$ cat config.mk
export PLATFORM = sky130hd
export DESIGN_NAME = mem_port_arbiter
export DESIGN_NICKNAME = d
export VERILOG_FILES = /design/src/rtl/mem_port_arbiter.sv
export SDC_FILE = /design/constraint.sdc
export NUM_CORES = 1
export LEC_CHECK = 0
export BUFFER_PORTS_ARGS = -buffer_cell sky130_fd_sc_hd__buf_4
export CAP_MARGIN = 20
export CORE_UTILIZATION = 30
export CTS_BUF_LIST = sky130_fd_sc_hd__clkbuf_16
export CTS_CLUSTER_DIAMETER = 80
export CTS_CLUSTER_SIZE = 28
export DETAILED_ROUTE_END_ITERATION = 7
export PLACE_DENSITY = 0.54
export SLEW_MARGIN = 30
export SYNTH_ARGS = -nofsm -noshare
export SYNTH_HDL_FRONTEND = slang
export SYNTH_SLANG_ARGS = --single-unit
$ cat constraint.sdc
create_clock -name clk -period 1.5 [get_ports clk]
set_clock_uncertainty 0.05 [all_clocks]
set_input_delay 0.3 -clock clk [delete_from_list [all_inputs] [get_ports clk]]
set_output_delay 0.3 -clock clk [all_outputs]
set_load 0.05 [all_outputs]
$ cat src/rtl/mem_port_arbiter.sv
// Two-requester arbiter in front of a single-ported memory: one access at a time, reads return via per-requester rdata.
// Optional round-robin tie breaking is enabled by defining ARB_ROUND_ROBIN_EN; otherwise requester 0 wins ties.
module mem_port_arbiter #(
    parameter int n = 8
) (
    input  logic         clk,
    input  logic         reset,
    input  logic         req0,
    input  logic         req1,
    input  logic         we0,
    input  logic         we1,
    input  logic [n-1:0] addr0,
    input  logic [n-1:0] addr1,
    input  logic [n-1:0] wdata0,
    input  logic [n-1:0] wdata1,
    output logic         gnt0,
    output logic         gnt1,
    output logic [n-1:0] rdata0,
    output logic [n-1:0] rdata1,
    output logic         rvalid0,
    output logic         rvalid1,
    output logic [n-1:0] mem_wr_data,
    output logic [n-1:0] mem_wr_addr,
    output logic         mem_wr_en,
    output logic [n-1:0] mem_rd_addr,
    input  logic [n-1:0] mem_rd_data
);

    typedef enum logic [1:0] {
        ST_IDLE = 2'd0,
        ST_XFER = 2'd1,
        ST_RESP = 2'd2
    } state_t;

    state_t       r_state;
    state_t       w_nextState;
    logic         r_owner;
    logic         r_we;
    logic [n-1:0] r_addr;
    logic [n-1:0] r_wdata;
    logic [n-1:0] r_rdata0;
    logic [n-1:0] r_rdata1;
    logic         r_gnt0;
    logic         r_gnt1;
    logic         r_rvalid0;
    logic         r_rvalid1;
    logic         r_memWrEn;
    logic         w_start;
    logic         w_winner;
    logic         w_nextOwner;
    logic         w_nextWe;

    assign w_start = req0 | req1;

`ifdef ARB_ROUND_ROBIN_EN
    logic r_lastOwner;

    assign w_winner = (req0 && req1) ? ~r_lastOwner : req1;

    always_ff @(posedge clk or negedge reset) begin
        if (!reset) begin
            r_lastOwner <= 1'b1;
        end else if (r_state == ST_IDLE && w_start) begin
            r_lastOwner <= w_winner;
        end
    end
`else
    assign w_winner = ~req0;
`endif

    always_ff @(posedge clk or negedge reset) begin
        if (!reset) begin
            r_state <= ST_IDLE;
        end else begin
            r_state <= w_nextState;
        end
    end

    always_comb begin
        w_nextState = r_state;
        w_nextOwner = r_owner;
        w_nextWe    = r_we;
        case (r_state)
            ST_IDLE: begin
                if (w_start) begin
                    w_nextState = ST_XFER;
                    w_nextOwner = w_winner;
                    w_nextWe    = w_winner ? we1 : we0;
                end
            end
            ST_XFER: w_nextState = r_we ? ST_IDLE : ST_RESP;
            ST_RESP: w_nextState = ST_IDLE;
            default: w_nextState = ST_IDLE;
        endcase
    end

    // Request fields are captured once at arbitration so requesters may change them after gnt
    always_ff @(posedge clk or negedge reset) begin
        if (!reset) begin
            r_owner  <= 1'b0;
            r_we     <= 1'b0;
            r_addr   <= '0;
            r_wdata  <= '0;
            r_rdata0 <= '0;
            r_rdata1 <= '0;
        end else begin
            if (r_state == ST_IDLE && w_start) begin
                r_owner <= w_winner;
                r_we    <= w_winner ? we1 : we0;
                r_addr  <= w_winner ? addr1 : addr0;
                r_wdata <= w_winner ? wdata1 : wdata0;
            end
            if (r_state == ST_XFER && !r_we) begin
                if (r_owner) begin
                    r_rdata1 <= mem_rd_data;
                end else begin
                    r_rdata0 <= mem_rd_data;
                end
            end
        end
    end

    // Strobes come straight from flops, decoded one cycle early from the next state
    always_ff @(posedge clk or negedge reset) begin
        if (!reset) begin
            r_gnt0    <= 1'b0;
            r_gnt1    <= 1'b0;
            r_rvalid0 <= 1'b0;
            r_rvalid1 <= 1'b0;
            r_memWrEn <= 1'b0;
        end else begin
            r_gnt0    <= (w_nextState == ST_XFER) && !w_nextOwner;
            r_gnt1    <= (w_nextState == ST_XFER) &&  w_nextOwner;
            r_rvalid0 <= (w_nextState == ST_RESP) && !w_nextOwner;
            r_rvalid1 <= (w_nextState == ST_RESP) &&  w_nextOwner;
            r_memWrEn <= (w_nextState == ST_XFER) &&  w_nextWe;
        end
    end

    assign gnt0        = r_gnt0;
    assign gnt1        = r_gnt1;
    assign rvalid0     = r_rvalid0;
    assign rvalid1     = r_rvalid1;
    assign rdata0      = r_rdata0;
    assign rdata1      = r_rdata1;
    assign mem_wr_en   = r_memWrEn;
    assign mem_wr_addr = r_addr;
    assign mem_wr_data = r_wdata;
    assign mem_rd_addr = r_addr;

endmodule

==> impl_metrics.env <==
export IMPL_syn_avg_cell_area_um2=15.2
export IMPL_root_buffer="clkbuf_16"
export IMPL_crit_required_ns=1.60
export IMPL_synth_top_area_frac=0.568
export IMPL_num_vias=1253
export IMPL_crit_path_start_kind="flip-flop"
export IMPL_timing_final_ws_setup_ns=0.0436
export IMPL_core_um2=5640
export IMPL_finalSetupViolCount=0
export IMPL_drc=0
export IMPL_crit_type="reg2reg"
export IMPL_viasPerCell=4.44
export IMPL_r2r_start="r_we$_DFFE_PN0P_"
export IMPL_row_count=27
export IMPL_cp_max_fo=9
export IMPL_period_share=0.971
export IMPL_grt_setup_unrepaired="yes"
export IMPL_gp_congestion=0.668
export IMPL_cts_tree="built"
export IMPL_final_nets=255
export IMPL_final_cell_mix="buf_4, dfrtp_1, mux2_1"
export IMPL_r2r_cells=4
export IMPL_track_usage=0.135
export IMPL_end_kind="flip-flop"
export IMPL_grt_pass1_vias=1380
export IMPL_hold_viol_final=0
export IMPL_synth_fp_nets=165
export IMPL_yosysWarningCount=0
export IMPL_rrSetupSlack_ns=0.04
export IMPL_ant_nets=0
export IMPL_seq_area_frac_synth=0.568
export IMPL_ctsResizeCount=0
export IMPL_fp_dieH_um=79.6
export IMPL_hp_class="in2reg"
export IMPL_clkSinkCount=41
export IMPL_syn_cell_area_um2=1810
export IMPL_clock_latency_ns=0.27
export IMPL_post_synth_num_cell_types=20
export IMPL_dp_cells=273
export IMPL_grt_max_degree=42
export IMPL_ys_seq_elements=41
export IMPL_clock_fmax_mhz=687
export IMPL_fillers=510
export IMPL_antenna_cells=0
export IMPL_drt_iter0_markers=46
export IMPL_htreeDepth=2
export IMPL_min_path_cells=2
export IMPL_cts_buffers=5
export IMPL_arrival_ns=1.56
export IMPL_grt_antenna_before_repair=0
export IMPL_clockBufferDepth=2
export IMPL_cts_clk_slew_worst_paths_ns=0.06
export IMPL_tightest_slew_ns=0.502
export IMPL_syn_inst=119
export IMPL_worstHoldEndpoint="rdata1[3]$_DFFE_PN0P_"
export IMPL_drv_cap=0
export IMPL_grt_ovfl_total=0
export IMPL_die_area_um2=6330
export IMPL_grt_pass1_wl_um=6440
export IMPL_slew_headroom=0.665
export IMPL_r2r_end="rdata1[2]$_DFFE_PN0P_"
export IMPL_start_util=0.320
export IMPL_post_place_ws_ns=0.0207
export IMPL_utilization=0.480
export IMPL_io_buffers=90
export IMPL_slew_viol_final=0
export IMPL_fin_crit_ns=1.46
export IMPL_post_drt_wl_per_cell_um=13.7
export IMPL_drive_above_1_share=0.605
export IMPL_yosysTopAreaCell="dfrtp_1"
export IMPL_drt_wl_total_um=3860
export IMPL_synth_area_top_cells="dfrtp_1, mux2_1, mux2_2, mux2_4, buf_4"
export IMPL_final_common_cell="buf_4"
export IMPL_boundaryPins=91
export IMPL_area_delta_synth_final_pct=50.1
export IMPL_run_status="completed"
export IMPL_drt_pass1_iterations=2
export IMPL_die_w_um=79.6
export IMPL_hold_start="mem_rd_data[3]"
export IMPL_final_cells=282
[cell usage after synthesis (all sizes together)]
cell type   n
a21oi       1
a31oi       2
and2        2
and2b       1
buf        13
dfrtp      41
inv         1
mux2       48
mux2i       1
nor2        4
nor2b       1
nor3b       1
o21a        1
o21ai       2
[state kept, by name, indices dropped and copies added, names as in the netlist]
name and flops:
gnt0 1, gnt1 1, mem_rd_addr 8, mem_wr_data 8, mem_wr_en 1, r_owner 1
r_state 2, r_we 1, rdata0 8, rdata1 8, rvalid0 1, rvalid1 1
[worst max-delay path: stages, from the launching register on]
cell	delay [ns]
dfrtp_1	0.40
nor3b_2	0.22
and2_1	0.20
buf_12	0.13
mux2_1	0.32
[per-layer routing]
layer	track usage	up-vias	wire [um]
li1	-	585	-
met1	0.148	597	1470
met2	0.228	66	1890
met3	0.0617	5	443
met4	0.0491	0	55
met5	0	-	0
[worst max-delay path by stage]
| stage | startpoint | cells after the start | endpoint |
|---|---|---|---|
| after global routing | r_we$_DFFE_PN0P_ | 4 | rdata1[2]$_DFFE_PN0P_ |
| after global placement | r_state[1]$_DFF_PN0_ | 4 | rdata1[6]$_DFFE_PN0P_ |
| final | r_we$_DFFE_PN0P_ | 4 | rdata1[2]$_DFFE_PN0P_ |
| after detailed placement | r_state[1]$_DFF_PN0_ | 4 | rdata1[2]$_DFFE_PN0P_ |
| after floorplan | r_state[1]$_DFF_PN0_ | 4 | rdata1[0]$_DFFE_PN0P_ |
| after CTS | r_state[1]$_DFF_PN0_ | 4 | rdata1[2]$_DFFE_PN0P_ |
[metrics by stage]
stage / area (um^2) / hold slack, ns / TNS, ns
after floorplan: 1810 / -0.0456 / 0
after global placement: 2560 / 0.253 / 0
after detailed placement: 2560 / 0.260 / 0
after CTS: 2710 / 0.195 / 0
after global routing: 2710 / 0.196 / -0.0373
final: 2710 / 0.200 / 0
[final cells by class]
class                   instances  area, um^2  area share
flip-flops and latches         41        1030       0.379
clock buffers                   5         125      0.0462
multi-input cells              64         679       0.251
clock inverters                 3        12.5     0.00462
well taps                      72        90.1      0.0332
inverters                       1        3.75     0.00139
repair buffers                 96         773       0.285
[kinds of logic after synthesis]
logic type	synth area share
AOI/OAI and AO/OA	0.0256
buffers and inverters	0.0554
DFF	0.568
muxes	0.319
and+or+nand+nor	0.0312
[repair_timing]
item / in CTS / in global routing
endpoints found under the setup margin: 0 / 11
hold buffers: 1 / 0
hold endpoints to repair: 41 / 0
setup buffers: 0 / 0
Power is not shown: default switching activity piles up to over one toggle a cycle in this logic, so the estimate is an artifact.
